**src/rtl/align_buffer.sv**
```systemverilog
// align_buffer
// ------------
// Collects aligned symbol pairs emitted by a traceback stage (end-to-start
// order), then replays them to a consumer in forward (start-to-end) order.
// Pairs are pushed onto a stack while traceback runs and popped once it ends.
//
// Optional feature: define ALIGN_STATS_EN to add the match_cnt / gap_cnt
// statistics outputs. Without it those ports and their logic are absent.
//
// Ports
//   clk, rst       clock; synchronous active-high reset
//   en_traceB      traceback-active strobe (delayed one cycle internally so it
//                  lines up with the registered datoA/datoB)
//   datoA, datoB   aligned symbols; {datoA,datoB} == 0 marks "no pair"
//   tb_done        one-cycle pulse: traceback reached cell (0,0)
//   final_score    alignment score, latched into score_out on tb_done
//   out_valid      outA/outB/out_last hold a pair
//   out_ready      consumer accepts the presented pair
//   outA, outB     replayed pair (zero while out_valid is low)
//   out_last       presented pair is the final one
//   score_out      latched final score
//   busy           collecting or draining
//   overflow       sticky: a push was dropped because the stack was full
//   match_cnt      (ALIGN_STATS_EN) pushes with datoA == datoB, neither a gap
//   gap_cnt        (ALIGN_STATS_EN) pushes with datoA or datoB a gap
//   state_dbg      current FSM state (IDLE=0, COLLECT=1, DRAIN=2)
//
// Output handshake: a pair transfers on every rising edge where out_valid and
// out_ready are both high. While out_valid is high and out_ready is low the
// presented pair and out_last hold stable; out_valid never drops without a
// transfer (except on reset).

module align_buffer #(
  parameter int         N     = 128,
  parameter int         DEPTH = 2*N,
  parameter logic [2:0] dash  = 3'b111
) (
  input  logic              clk,
  input  logic              rst,
  input  logic              en_traceB,
  input  logic [2:0]        datoA,
  input  logic [2:0]        datoB,
  input  logic              tb_done,
  input  logic signed [8:0] final_score,
  output logic              out_valid,
  input  logic              out_ready,
  output logic [2:0]        outA,
  output logic [2:0]        outB,
  output logic              out_last,
  output logic signed [8:0] score_out,
  output logic              busy,
  output logic              overflow,
`ifdef ALIGN_STATS_EN
  output logic [8:0]        match_cnt,
  output logic [8:0]        gap_cnt,
`endif
  output logic [1:0]        state_dbg
);

  localparam int CW = $clog2(DEPTH + 1);
  localparam int AW = (DEPTH > 1) ? $clog2(DEPTH) : 1;

  typedef enum logic [1:0] {
    IDLE    = 2'd0,
    COLLECT = 2'd1,
    DRAIN   = 2'd2
  } state_t;

  state_t            state_q, state_n;
  logic              en_d;
  logic [CW-1:0]     count_q, count_n;
  logic [5:0]        mem [DEPTH];

  logic [5:0]        pair;
  logic              push;
  logic              full;
  logic              stored;
  logic              wr_en;
  logic [AW-1:0]     wr_addr;
  logic [AW-1:0]     rd_addr;
  logic [5:0]        rd_pair;

  logic              ov_n, last_n, ovf_n;
  logic [2:0]        a_n, b_n;
  logic signed [8:0] score_n;

  // N only sets DEPTH's default and dash only feeds the optional statistics;
  // this sink keeps both referenced in every build.
  logic unused_params;
  assign unused_params = ^{N[0], dash};

  assign pair      = {datoA, datoB};
  assign push      = en_d && (pair != 6'b0);
  assign full      = (count_q == CW'(DEPTH));
  assign rd_pair   = mem[rd_addr];
  assign busy      = (state_q != IDLE);
  assign state_dbg = state_q;

  always_comb begin
    state_n = state_q;
    count_n = count_q;
    ov_n    = out_valid;
    a_n     = outA;
    b_n     = outB;
    last_n  = out_last;
    ovf_n   = overflow;
    score_n = score_out;
    stored  = 1'b0;
    wr_en   = 1'b0;
    wr_addr = AW'(count_q);
    // Default read is the current top of stack.
    rd_addr = AW'(count_q - CW'(1));

    case (state_q)
      IDLE: begin
        if (push) begin
          wr_en   = 1'b1;
          wr_addr = '0;
          stored  = 1'b1;
          count_n = CW'(1);
          ovf_n   = 1'b0;
          state_n = COLLECT;
        end
      end
      COLLECT: begin
        if (push) begin
          if (full) begin
            ovf_n = 1'b1;
          end else begin
            wr_en   = 1'b1;
            stored  = 1'b1;
            count_n = count_q + CW'(1);
          end
        end
      end
      DRAIN: begin
        if (out_valid && out_ready) begin
          if (count_q == CW'(1)) begin
            state_n = IDLE;
            count_n = '0;
            ov_n    = 1'b0;
            a_n     = 3'd0;
            b_n     = 3'd0;
            last_n  = 1'b0;
          end else begin
            // Next pair is already in memory: present it without a bubble.
            count_n    = count_q - CW'(1);
            rd_addr    = AW'(count_q - CW'(2));
            {a_n, b_n} = rd_pair;
            last_n     = (count_q == CW'(2));
          end
        end
      end
      default: state_n = IDLE;
    endcase

    // End of traceback outside DRAIN. A push in the same cycle has already
    // been folded into count_n, and the pushed pair is the new top, so it is
    // forwarded directly instead of read back from memory.
    if (tb_done && (state_q != DRAIN)) begin
      score_n = final_score;
      if (state_n == COLLECT) begin
        if (count_n == '0) begin
          state_n = IDLE;
        end else begin
          state_n    = DRAIN;
          ov_n       = 1'b1;
          last_n     = (count_n == CW'(1));
          {a_n, b_n} = stored ? pair : rd_pair;
        end
      end
    end
  end

  always_ff @(posedge clk) begin
    if (rst) begin
      state_q   <= IDLE;
      count_q   <= '0;
      en_d      <= 1'b0;
      out_valid <= 1'b0;
      outA      <= 3'd0;
      outB      <= 3'd0;
      out_last  <= 1'b0;
      overflow  <= 1'b0;
      score_out <= '0;
    end else begin
      state_q   <= state_n;
      count_q   <= count_n;
      en_d      <= en_traceB;
      out_valid <= ov_n;
      outA      <= a_n;
      outB      <= b_n;
      out_last  <= last_n;
      overflow  <= ovf_n;
      score_out <= score_n;
    end
  end

  // Stack storage has no reset; contents are only read below count.
  always_ff @(posedge clk) begin
    if (wr_en) begin
      mem[wr_addr] <= pair;
    end
  end

`ifdef ALIGN_STATS_EN
  logic is_match, is_gap;
  assign is_match = (datoA == datoB) && (datoA != dash);
  assign is_gap   = (datoA == dash) || (datoB == dash);

  // Every push seen while collecting is counted, including ones dropped on a
  // full stack; the first push of a traceback restarts both counters.
  always_ff @(posedge clk) begin
    if (rst) begin
      match_cnt <= '0;
      gap_cnt   <= '0;
    end else if (push && (state_q == IDLE)) begin
      match_cnt <= {8'd0, is_match};
      gap_cnt   <= {8'd0, is_gap};
    end else if (push && (state_q == COLLECT)) begin
      match_cnt <= match_cnt + {8'd0, is_match};
      gap_cnt   <= gap_cnt + {8'd0, is_gap};
    end
  end
`endif

endmodule

```
**config.mk**
```make
export PLATFORM = sky130hd
export DESIGN_NAME = align_buffer
export DESIGN_NICKNAME = d
export VERILOG_FILES = /design/src/rtl/align_buffer.sv
export SDC_FILE = /design/constraint.sdc
export NUM_CORES = 2
export LEC_CHECK = 0
export CAP_MARGIN = 5
export CELL_PAD_IN_SITES_DETAIL_PLACEMENT = 1
export CELL_PAD_IN_SITES_GLOBAL_PLACEMENT = 1
export CORE_AREA = 2 2 358 360
export CTS_BUF_LIST = sky130_fd_sc_hd__clkbuf_16
export CTS_CLUSTER_SIZE = 40
export DETAILED_ROUTE_END_ITERATION = 8
export DIE_AREA = 0 0 360 362
export PLACE_DENSITY = 0.75
export SYNTH_ARGS = -nofsm -noshare
export SYNTH_HDL_FRONTEND = slang
export SYNTH_SLANG_ARGS = --single-unit
```
**constraint.sdc**
```tcl
create_clock -name clk -period 8.57 [get_ports clk]
set_clock_uncertainty 0.05 [all_clocks]
set_input_delay 1.2855 -clock clk [delete_from_list [all_inputs] [get_ports clk]]
set_output_delay 1.2855 -clock clk [all_outputs]
set_load 0.1 [all_outputs]
```
; ---- Word level (Yosys, flattened, before mapping)
; Memories as Yosys holds them, arrays and structs flattened.
; Index checks and enable logic that the tools add are counted.
; W data, S select, Z words.
[op_classes]
addsub = 3
mul = 0
div = 0
n_lt_le_gt_ge = 0
n_eq_ne = 11
shifts = 0
mux = 53
bitwise_logic = 0
reduce_logical = 9
[ops]
columns = operator, n
row1 = $mux W9, 5
row2 = $mux W8, 5
row3 = $mux W3, 12
row4 = $pmux W9 S3, 1
row5 = $mux W1, 20
row6 = $eq A9 B1 Y1 const B, 2
row7 = $mux W2, 6
row8 = $add A9 B1 Y9 const B, 1
row9 = $eq A9 B2 Y1 const B, 1
row10 = $eq A9 B9 Y1 const B, 1
row11 = $logic_not A9 Y1, 1
row12 = $sub A9 B1 Y9 const B, 1
row13 = $ne A2 B2 Y1 const B, 4
row14 = $sub A8 B2 Y8 const B, 1
row15 = $mux W6, 1
row16 = $pmux W2 S3, 1
row17 = $reduce_bool A6 Y1, 1
row18 = $eq A2 B1 Y1 const B, 2
row19 = $pmux W1 S2, 2
row20 = $reduce_and A4 Y1, 1
row21 = $reduce_bool A2 Y1, 2
row22 = $logic_and A1 B1 Y1, 3
row23 = $eq A2 B2 Y1 const B, 1
row24 = $logic_not A2 Y1, 1
[word_totals]
ff_bits = 30
latch_bits = 0
mem_bits_rw = 1536
mem_bits_ro = 0
in_bits = 20
output_inout_bits = 21
wordCells = 86
memories = 1
[mem_list]
columns = name, words, width, rd, rd_clocked_by_memory_dff, write_ports, line_no
row1 = mem, 256, 6, 1, 0, 1, 72  ; logic [5:0] mem [DEPTH];

; ---- Longest topological paths before layout
; An unclocked memory read counts as a cell.
[depth]
ltp_word = 11
ltp_mapped = 20
depth_no_buf = 14

; ---- Worst setup path after synthesis
; Ideal clock, no wire load.
[synth_timing]
path_kind = input to register
start = in datoB[0]
end = mem mem[237][0], enable pin
arrival_time_ns = 3.841
required_ns = 8.170
path_slack_ns = 4.329
stages = 9
cell_sequence = or4_1 > o211ai_1 > nor2_1 > nor2_1 > nand2_1 > or3_1 > clkbuf_1 > clkbuf_1 > nor2_1
[synth_via]
elab_chain_len = 6
[synth_lines]
columns = item, line_no
row1 = "start, declared", 42  ; input logic [2:0] datoB,
row2 = $reduce_bool A6 Y1 *, 93  ; assign push = en_d && (pair != 6'b0);
row3 = $logic_and A1 B1 Y1 *, 93
row4 = "$mux W1, on equally long branches", "126, 116"
row5 = $pmux W1 S2, 114  ; case (state_q)
row6 = $mux W1, 201  ; if (wr_en) begin
row7 = $mux W1 (not written as such), 202  ; mem[wr_addr] <= pair;
row8 = "end, declared", 72
; Mark *: on every way between the ends. The rest lies on a longest branch, timed or not.

; ---- Worst setup path in the final report
[layout_timing]
start = reg count_q[1]
end = reg outB[0]
[layout_via]
elab_chain_len = 11
[layout_lines]
columns = item, line_no
row1 = "start, declared", 71  ; logic [CW-1:0] count_q, count_n;
row2 = "start signal, assigned", 188  ; count_q <= count_n;
row3 = $sub A9 B1 Y9 (tied with other cells), 147  ; count_n = count_q - CW'(1);
row4 = $mux W8, 138  ; if (count_q == CW'(1)) begin
row5 = $mux W8, 137  ; if (out_valid && out_ready) begin
row6 = $mux W8, 114
row7 = $mem_v2 Z256 W6, -
row8 = $mux W3, 138
row9 = $mux W3, 137
row10 = $mux W3, 114
row11 = $mux W3, 163  ; if (count_n == '0) begin
row12 = $mux W3, 162  ; if (state_n == COLLECT) begin
row13 = $mux W3 *, 160  ; if (tb_done && (state_q != DRAIN)) begin
row14 = "end signal, assigned", 192  ; outB <= b_n;
row15 = "end, declared", 48  ; output logic [2:0] outB,
; Marked as above.
; A chain may end at the register's enable or synchronous reset.

==> impl_results.md <==
- Status: complete, no violations
- Routability cong.: 0.952
- Root Buffer: clkbuf_16
- Final hold violation count: 0
- Cell row count: 131
- DRT Wirelength: 186 mm
- Clock Sinks: 1566
- Worst-path clk slew: 70 ps
- Yosys warnings: 0
- Max Cap Viol: 0
- Synth top area share: 73.3%
- Mapped Area: 0.0629 mm2
- Die X: 360 um
- Core Region: 0.127 mm2
- Final Max Tran Viols: 0
- Die area: 0.130 mm2
- HP Class: flip-flop to flip-flop
- Async S/R FF share, synth: 0%
- Avg Cell Area, Syn: 18.1 um2
- Resize count post-CTS: 0
- Predominant post-synthesis flop cell: edfxtp_1
- Most common cell in the synthesized netlist: edfxtp_1
- Cells after synthesis: 3474
- CP cell instances: inv_1, ha_1, nor4b_2, nand2_1, ha_1, mux2_8, buf_12, mux4_2, a2111oi_0, a31o_2, o22ai_1, a311oi_1, o211ai_1
- Hold Worst Slack: 448 ps
- Die Ht: 362 um
- Crit. End Element: flip-flop
- Final core occ: 55.3%
- Vias in the first global route: 36.6k
- Leading area contributor after synthesis: edfxtp_1
- GRT overflow: 0
- WP data arrival: 7030 ps
- Power per cell area: 225 mW/mm2
- RSZ-0062 raised after global routing: no
- Max IR drop VDD: 0.172 mV
- Drt wl/cell: 34.8 um
- Slew @ Worst Pin: 1280 ps
- Initial antenna violation count: 3
- Starting DRT DRC Count: 4626
- First-pass GRT wire length: 269 mm
- Critical setup path kind: flip-flop to flip-flop
- Via-to-Cell Ratio: 6.59
- DPL Wire Length: 115 mm
- Via count: 35.1k
- I/O Buffers: 40
- DRC viols: 0
- Synth Net Count: 3503
- # fillers: 11.2k
- Max stage delay on crit path: 960 ps
- # IOs: 41
- Gr usage total: 28.8%
- Clock Latency Late Sink: 800 ps
- Final #Nets: 3577
- Rel. slew slack: 14.5%
- Largest fanout on the critical path: 83
- Crit path required time: 9200 ps
- Starting Density: 49.7%
- Leakage power: 22.4 nW
- Largest net degree at the start of global routing: 108
- Area delta synth->final: 11.3%
- Num CTS Buffers: 157
- Ratio of final minimum period to clock period: 74.7%
- Final setup fails: 0
- Number of enable flip-flop cells after synthesis: 1536
- CTS max path bufs: 3
- Layout cells sized above 1: 19.2%
- Tmin final: 6400 ps
- Number of setup buffers added after CTS: 0
- CTS Hold Bufs: 0
- TritonCTS clock tree: built
- Library cells used by synthesis: 90
- Sum of negative setup slack: 0 ps
- Synth Register Bits: 1566
- Cell repeated most along the worst path: ha_1
- Slowest-stage cell, CP: a2111oi_0
- Final ANT Viol Nets: 0
- Seq/Total Area, Yosys: 74.3%
- DRT Pass-1 Iters: 5
- Most common library cells after synthesis: edfxtp_1, nand2_1, mux4_2
- Htree depth: 4
- Crit path launch type: flip-flop
- Dominant cells by area after synthesis: edfxtp_1, mux4_2, nand2_1, nor2_1, mux2i_1
- Highest Clock Rate: 0.156 GHz
per-layer routing:
layer	vias up	global-route usage, %	wire length (um)
li1	14100	-	-
met1	18500	39.2	71300
met2	2056	43.9	85400
met3	475	6.76	18400
met4	0	14.8	10400
met5	-	0	0
state kept, by name, indices dropped and copies added (netlist names):
signal / flops
mem: 1536
count_q: 9
overflow: 1
en_d: 1
score_out: 9
out_last: 1
state_dbg: 2
outA: 3
out_valid: 1
outB: 3
power by group:
part           internal [W]  switching (W)
combinational      0.000209       0.000512
sequential          0.00841     0.00000442
clock               0.00370        0.00297
layout make-up:
cell class              instances  area [um2]  share of cell area, %
repair buffers                144        1310                   1.88
diodes                          3        7.51                 0.0107
multi-input cells            1669       15000                   21.4
clock buffers                 158        3950                   5.64
flip-flops and latches       1566       46700                   66.7
well taps                    1662        2080                   2.97
clock inverters               116         965                   1.38
inverters                      10        37.5                 0.0536
cell usage in the layout, fill, tap and decap left out, types with 6 or more instances in the layout:
| cell | instances |
|---|---|
| a211oi_1 | 9 |
| a21oi_1 | 65 |
| a221oi_1 | 6 |
| a22oi_1 | 42 |
| a311oi_1 | 14 |
| a31oi_1 | 27 |
| a32oi_1 | 11 |
| a41oi_1 | 6 |
| and3_1 | 9 |
| buf_12 | 9 |
| buf_4 | 94 |
| bufinv_16 | 11 |
| clkbuf_16 | 158 |
| clkbuf_8 | 6 |
| clkdlybuf4s50_1 | 34 |
| clkinv_1 | 33 |
| clkinv_2 | 18 |
| dfxtp_1 | 30 |
| edfxtp_1 | 1536 |
| ha_1 | 9 |
| inv_1 | 50 |
| mux2_2 | 9 |
| mux2i_1 | 58 |
| mux4_2 | 341 |
| nand2_1 | 347 |
| nand3_1 | 116 |
| nand4_1 | 31 |
| nor2_1 | 328 |
| nor3_1 | 30 |
| nor4_1 | 21 |
| o2111ai_1 | 13 |
| o211ai_1 | 8 |
| o21ai_0 | 31 |
| o22ai_1 | 6 |
| o311ai_0 | 6 |
| or2_2 | 6 |
| or3_1 | 9 |
metrics by stage:
stage               instances  cell area [um2]  total power (W)  worst slack, ps
detailed placement       5051            65100          0.00929             1940
finish                   5328            70100           0.0158             2170
floorplan                3474            62900          0.00894             4330
global route             5325            70000           0.0161             1850
CTS                      5325            70000           0.0158             2340
global placement         5050            65100          0.00927             1790
cells by family after synthesis:
logic type / after synthesis / synth area share, %
DFF: 1566 / 74.3
and+or+nand+nor: 932 / 6.44
muxes: 413 / 13.4
AOI/OAI and AO/OA: 308 / 3.50
buffers and inverters: 239 / 2.11
adders and majority gates: 9 / 0.179
xor gates and xnor gates: 7 / 0.121
path summary, 6_finish.rpt:
kind                                   from                        end  slack [ps]  cells after the start
hold reg to reg   score_out[6]$_SDFFE_PP0P_  score_out[6]$_SDFFE_PP0P_         450                      2
setup / recovery      count_q[1]$_SDFF_PP0_         outB[0]$_SDFF_PP0_        2170                     13
hold / removal    score_out[6]$_SDFFE_PP0P_  score_out[6]$_SDFFE_PP0P_         450                      2
setup reg to reg      count_q[1]$_SDFF_PP0_         outB[0]$_SDFF_PP0_        2170                     13
critical path: cells and delay by family (launching register included):
kind                       cells  cell delay, ps
AOI/OAI and AO/OA              5            1760
adders and majority gates      2             900
buffers and inverters          2             860
DFF                            1             500
muxes                          2            1300
and+or+nand+nor                2             710
Power figures use the tool's default switching activity.
